`config.mk`:
```
export PLATFORM = sky130hd
export DESIGN_NAME = fetch_unit
export DESIGN_NICKNAME = d
export VERILOG_FILES = /design/src/rtl/fetch_unit_pkg.sv /design/src/rtl/fetch_unit.sv
export SDC_FILE = /design/constraint.sdc
export NUM_CORES = 1
export LEC_CHECK = 0
export BUFFER_PORTS_ARGS = -buffer_cell sky130_fd_sc_hd__buf_2
export CAP_MARGIN = 15
export CORE_MARGIN = 2
export CORE_UTILIZATION = 25
export CTS_BUF_LIST = sky130_fd_sc_hd__clkbuf_8
export CTS_CLUSTER_SIZE = 24
export DETAILED_ROUTE_END_ITERATION = 10
export PLACE_DENSITY = 0.64
export SYNTH_ARGS = -nofsm -noshare
export SYNTH_HDL_FRONTEND = slang
export SYNTH_SLANG_ARGS = --single-unit
```
`constraint.sdc`:
```
create_clock -name i_CLK -period 1.7 [get_ports i_CLK]
set_input_delay 0.17 -clock i_CLK [delete_from_list [all_inputs] [get_ports i_CLK]]
set_output_delay 0.17 -clock i_CLK [all_outputs]
set_load 0.03 [all_outputs]
```
`src/rtl/fetch_unit_pkg.sv`:
```
// Shared core constants and the fetch-stage state encoding.
package fetch_unit_pkg;

  localparam logic [31:0] NOOP         = 32'h0000_0013;
  localparam logic [31:0] RESET_VECTOR = 32'h0000_0000;

  typedef enum logic [1:0] {
    FETCH_IDLE  = 2'd0,
    FETCH_REQ   = 2'd1,
    FETCH_VALID = 2'd2
  } fetch_state_e;

endpackage

```
`src/rtl/fetch_unit.sv`:
```
// Instruction fetch: one outstanding word read per PC, result held for decode.
// Bus errors, misaligned PCs and response timeouts become a flagged NOOP.
module fetch_unit
  import fetch_unit_pkg::*;
#(
  parameter int TIMEOUT_CYCLES = 16
) (
  input  logic        i_CLK,
  input  logic        i_RSTn,
  input  logic [31:0] i_PC,
  input  logic        i_DECODE_READY,
  output logic        o_IMEM_REQ,
  output logic [31:0] o_IMEM_ADDR,
  input  logic        i_IMEM_ACK,
  input  logic        i_IMEM_ERR,
  input  logic [31:0] i_IMEM_DATA,
  output logic [31:0] o_INSTRUCTION,
  output logic        o_INSTRUCTION_VALID,
  output logic [31:0] o_FETCH_PC,
  output logic        o_FETCH_ERR
);

  localparam int CNT_W = $clog2(TIMEOUT_CYCLES) + 1;
  localparam logic [CNT_W-1:0] TO_LAST =
    CNT_W'((TIMEOUT_CYCLES == 0) ? 0 : TIMEOUT_CYCLES - 1);

  function automatic logic [CNT_W-1:0] sat_inc(input logic [CNT_W-1:0] c);
    return (&c) ? c : c + 1'b1;
  endfunction

  fetch_state_e     state_p0, state_d;
  logic [31:0]      addr_p0, addr_d;
  logic [31:0]      instr_p0, instr_d;
  logic             err_p0, err_d;
  logic [CNT_W-1:0] cnt_p0, cnt_d;
  logic             timeout_hit;

  assign timeout_hit = (TIMEOUT_CYCLES != 0) && (cnt_p0 == TO_LAST);

  always_comb begin
    state_d = state_p0;
    addr_d  = addr_p0;
    instr_d = instr_p0;
    err_d   = err_p0;
    cnt_d   = cnt_p0;
    case (state_p0)
      FETCH_IDLE: begin
        addr_d = i_PC;
        if (i_PC[1:0] != 2'b00) begin
          instr_d = NOOP;
          err_d   = 1'b1;
          state_d = FETCH_VALID;
        end else begin
          cnt_d   = '0;
          state_d = FETCH_REQ;
        end
      end
      FETCH_REQ: begin
        // Error outranks ack so a faulted beat never leaks its data.
        if (i_IMEM_ERR) begin
          instr_d = NOOP;
          err_d   = 1'b1;
          state_d = FETCH_VALID;
        end else if (i_IMEM_ACK) begin
          instr_d = i_IMEM_DATA;
          err_d   = 1'b0;
          state_d = FETCH_VALID;
        end else if (timeout_hit) begin
          instr_d = NOOP;
          err_d   = 1'b1;
          state_d = FETCH_VALID;
        end else begin
          cnt_d = sat_inc(cnt_p0);
        end
      end
      FETCH_VALID: begin
        if (i_DECODE_READY) state_d = FETCH_IDLE;
      end
      default: state_d = FETCH_IDLE;
    endcase
  end

  // Stage p0: fetch state and held instruction registers
  always_ff @(posedge i_CLK) begin
    if (!i_RSTn) begin
      state_p0 <= FETCH_IDLE;
      addr_p0  <= RESET_VECTOR;
      instr_p0 <= NOOP;
      err_p0   <= 1'b0;
      cnt_p0   <= '0;
    end else begin
      state_p0 <= state_d;
      addr_p0  <= addr_d;
      instr_p0 <= instr_d;
      err_p0   <= err_d;
      cnt_p0   <= cnt_d;
    end
  end

  assign o_IMEM_REQ          = (state_p0 == FETCH_REQ);
  assign o_IMEM_ADDR         = addr_p0;
  assign o_INSTRUCTION       = instr_p0;
  assign o_INSTRUCTION_VALID = (state_p0 == FETCH_VALID);
  assign o_FETCH_PC          = addr_p0;
  assign o_FETCH_ERR         = err_p0;

endmodule

```
After elaboration in Yosys (flattened, before gate mapping)
Index checks and enable logic that the tools add are counted.
W data, S select, Z words.
{"block": "word_totals", "regBits": 72, "inputBits": 69, "output_inout_bits": 99, "word_cells": 46}
{"block": "classes", "add_sub_neg": 1, "n_eq_ne": 11, "n_mux": 22, "reduce_logical": 7}
{"cell": "$mux W32", "n": 4}
{"cell": "$pmux W32 S2", "n": 1}
{"cell": "$mux W5", "n": 5}
{"cell": "$ne A2 B2 Y1 const B", "n": 7}
{"cell": "$mux W2", "n": 5}
{"cell": "$pmux W5 S2", "n": 1}
{"cell": "$pmux W2 S3", "n": 1}
{"cell": "$reduce_and A6 Y1", "n": 1}
{"cell": "$add A5 B1 Y5 const B", "n": 1}
{"cell": "$eq A5 B4 Y1 const B", "n": 1}
{"cell": "$reduce_and A5 Y1", "n": 1}
{"cell": "$mux W1", "n": 4}
{"cell": "$ne A4 B1 Y1 const B", "n": 1}
{"cell": "$reduce_bool A2 Y1", "n": 2}
{"cell": "$reduce_and A3 Y1", "n": 1}
{"cell": "$eq A2 B1 Y1 const B", "n": 1}
{"cell": "$eq A2 B2 Y1 const B", "n": 1}
{"cell": "$logic_not A2 Y1", "n": 1}
{"cell": "$pmux W1 S2", "n": 1}
{"cell": "$reduce_and A2 Y1", "n": 1}

Depth between registers and ports, before layout
{"block": "depth", "ltp_word": 6, "depth_mapped": 8, "mapped_depth_nobuf": 6}

Worst setup path before layout
Ideal clock, no wire load.
{"block": "synth_path", "path_kind": "reg-to-reg", "start": "reg cnt_p0[0]", "end": "reg instr_p0[29], in the netlist o_INSTRUCTION[29]", "setup_ns": 0.117, "t_arrival_ns": 1.700, "required_ns": 1.583, "slack_ns": -0.117, "stages_incl_launch_ff": 9, "n_path_buf": 2, "period_less_slack_ns": 1.817, "cell_sequence": "dfxtp_1 > ha_1 > and3_1 > ha_1 > nor2_1 > a211o_1 > buf_6 > buf_6 > a32o_1"}
{"block": "synth_via", "elab_chain_cells": 3}
{"item": "start, declared", "line_no": "fetch_unit.sv:35", "rtl": "logic [CNT_W-1:0] cnt_p0, cnt_d;"}
{"item": "start signal, assigned", "line_no": "fetch_unit.sv:96", "rtl": "cnt_p0 <= cnt_d;"}
{"item": "$eq A5 B4 Y1", "line_no": "fetch_unit.sv:38", "rtl": "assign timeout_hit = (TIMEOUT_CYCLES != 0) && (cnt_p0 == TO_LAST);"}
{"item": "$ne A4 B1 Y1 (no line)"}
{"item": "$reduce_and A3 Y1 (no line)"}
{"item": "end signal, assigned", "line_no": "fetch_unit.sv:94", "rtl": "instr_p0 <= instr_d;"}
{"item": "end, declared", "line_no": "fetch_unit.sv:33", "rtl": "logic [31:0] instr_p0, instr_d;"}
No other way between the ends.
A chain may end at the register's enable or synchronous reset.

Worst setup path after layout
{"block": "layout_path", "start": "reg cnt_p0[1]", "end": "reg cnt_p0[0]"}
{"block": "layout_via", "elab_chain_cells": 3, "elab_cells_between_ends": 5, "classes_between": "3 x eq/ne; 2 x reduce/logical"}
{"item": "$eq A5 B4 Y1 or $reduce_and A5 Y1 (tied branches)", "line_no": "fetch_unit.sv:38, fetch_unit.sv:28"}
{"item": "$ne A2 B2 Y1 (no line)"}
{"item": "$reduce_and A6 Y1 (no line) (*)"}
Every way passes the cells marked *; elsewhere a longest branch is shown, timed or not.

==> metrics <==
leakage power=0.00200 uW; CTS root buf=clkbuf_8; total nets after synthesis=377; cell area after synthesis=0.00288 mm^2; Synth async-reset ratio=0%; CTS HTree Levels=3; proportion of synthesized chip area in sequential cells=50.1%; violated checks=negative setup slack; first-pass GRT wire length=12.2 mm; post-layout instance count excluding filler cells=610; clock tree from TritonCTS=built; routed wirelength normalized by instance count=12.4 um; placed cell count=573; EDFF count, synth=0; P per Cell Area=940 mW/mm^2; Slew @ Worst Pin=597 ps; cts bufs inserted=9; per-cell via count in the routed design=4.52; setup TNS after final layout=-625 ps; Netlist cell types=30; I/O pin count=168; relative slew slack=60.2%; DRC viols=0; count of pins over their slew limit=0; Max Clk Rate=573 MHz; clock-pin slew reported for the worst setup and hold paths after clock tree synthesis=80 ps; Total Wirelength=7.58 mm; crit end category=flip-flop; core area=0.0113 mm^2; RSZ-0062 raised after global routing=true; Area Overhead vs Synth=41.7%; Worst path slowest cell=or3_4; PortBufs=167; prevailing post-synth register cell=dfxtp_1; Yosys top cell area share=50.1%; vias after detailed routing=2757; Max stage delay on crit path=390 ps; residual overflow from global routing=0; number of max-capacitance violations reported=0; Detail Route Antenna Nets=0; worst endpoint required time=1980 ps; ranking of synthesized cells by area=dfxtp_1 (50%), a32o_1 (10%), buf_4 (9.1%); GRT Total Usage=12.3%; Die Area=0.0124 mm^2; iteration-0 DRC count of the detailed router=180; number of flip-flops and latches in the synthesized netlist=72; fill cell instance count of the final layout=1148; antenna diode count=0; crit path time final=1750 ps; most frequent CP cell=ha_4; post-route fraction of the period consumed by the critical path=103%; worst path arrival time=2030 ps; Synthesis Warnings=0; insertion delay to the later sink of the worst-skew pair=350 ps; largest net degree at the start of global routing=33; Hold Violations, Final=0; initial core utilization=25.4%; post-detailed-placement half-perimeter wirelength=5.23 mm; CTS sink cnt=72; maximum root-to-sink buffer count=2; Max Clock Skew=9.33 ps; type of origin of the critical path=flip-flop; number of instances in the synthesized netlist=305; antenna violations before repair=0; Final nets=534; total power draw=3830 uW; class of the worst hold path=in -> reg; Critical Path Fanout Max=4; Final Wtd Congestion=0.752; total iterations of the first detailed-routing run=5; die width=111 um; Storage cell area=0.00144 mm^2; vias in the first global route=2589; footprint of the multi-input gates=0.00106 mm^2; fraction of final layout cells with drive strength greater than 1=45.2%; Yosys top cell by area=dfxtp_1; run status=finished with violations; chain of cells forming the critical path=ha_4, and3_4, ha_4, or3_4, or3_1, a21oi_1; final core occ=36.0%; Final setup viols=33; VDD IR max=445 uV; class of the most critical setup path=reg -> reg; number of standard-cell rows in the floorplan=39; slack of the critical path=-45.1 ps; syn_area_per_cell=9.43 um^2; Die Y-Extent=111 um
-- placed cells by master, fill, tap and decap left out, types with 2 or more instances in the layout --
cell type	synthesis	layout
nand3b_1	2	2
clkinv_2	0	2
nand2_1	64	64
buf_4	35	11
ha_4	0	2
nor2_2	0	2
clkbuf_8	0	10
inv_1	9	10
a32oi_1	3	3
a21oi_1	37	37
o211ai_1	4	4
a31oi_1	4	4
buf_2	0	167
clkinvlp_4	0	3
and3_1	3	2
dfxtp_2	0	2
buf_6	6	2
dfxtp_1	72	70
dlygate4sd3_1	0	20
a32o_1	29	29
buf_12	0	2
-- layout make-up --
| type | count | area share (%) |
|---|---|---|
| clock buffers | 10 | 3.38 |
| well taps | 143 | 4.39 |
| clock inverters | 6 | 0.890 |
| flip-flops and latches | 72 | 35.4 |
| inverters | 9 | 0.829 |
| multi-input cells | 168 | 26.1 |
| repair buffers | 202 | 29.0 |
-- worst max-delay path: cells and delay by family, from the launching register on --
family                     cells  cell delay (ps)
DFF                            1              340
AOI/OAI and AO/OA              1              130
and+or+nand+nor                3              890
adders and majority gates      2              320
-- what timing repair did --
item / in CTS / in global routing
pin swaps: 2 / 2
endpoints found under the setup margin: 32 / 36
buffers inserted: 0 / 1
resized for setup: 3 / 1
hold endpoints to repair: 16 / 4
hold buffers: 16 / 4
-- routing by layer --
| metal | up-vias | GRT usage (%) | wire [um] | part of all wire, % |
|---|---|---|---|---|
| met5 | - | 0 | 0 | 0 |
| met1 | 1269 | 14.4 | 3320 | 44 |
| met2 | 126 | 19.6 | 3470 | 46 |
| li1 | 1351 | - | - | - |
| met4 | 0 | 4.94 | 111 | 1.5 |
| met3 | 11 | 5.69 | 669 | 8.8 |
-- final timing paths --
path                                     to  slack, ps                        start  cells after the start
min reg2reg     o_FETCH_PC[27]$_SDFFE_PN0N_        460  o_FETCH_PC[27]$_SDFFE_PN0N_                      2
min          o_INSTRUCTION[24]$_SDFFE_PN0P_         30              i_IMEM_DATA[24]                      2
max                  cnt_p0[0]$_SDFFE_PN0P_        -50       cnt_p0[1]$_SDFFE_PN0P_                      6
max reg2reg          cnt_p0[0]$_SDFFE_PN0P_        -50       cnt_p0[1]$_SDFFE_PN0P_                      6
-- per-stage QoR --
stage	cell area (um^2)	worst slack (ps)	hold WS, ps
floorplan	2920	-0.825	259
detailed placement	3680	-45.3	385
CTS	4030	-40.0	0.865
global route	4080	-85.7	0.996
global placement	3680	-23.4	379
finish	4080	-45.1	31.8
-- cell families after synthesis --
family / count (synthesis) / synth area share [%]
buffers and inverters: 65 / 14.6
adders and majority gates: 3 / 1.31
DFF: 72 / 50.1
and+or+nand+nor: 86 / 13.8
AOI/OAI and AO/OA: 79 / 20.2
-- power by group --
part           switching [uW]  internal [uW]  leakage, uW
clock                     640            558    0.0000855
combinational             543            273      0.00133
sequential               53.7           1760     0.000589
total                    1240           2590      0.00200
-- registers in the layout, summed over array words and instances (netlist names) --
name,count
cnt_p0,5
o_FETCH_ERR,1
o_FETCH_PC,32
o_INSTRUCTION,32
state_p0,2
-- synthesized netlist by cell type, drive strengths merged (2+ instances only) --
cell,number
buf,41
nor2,3
dfxtp,72
and3,3
ha,3
nand3b,2
a21oi,37
clkbuf,15
a32oi,3
or3,2
a31oi,4
nand2,64
inv,9
a32o,29
o211ai,4
Note: power is estimated with default switching activity, not from simulation.
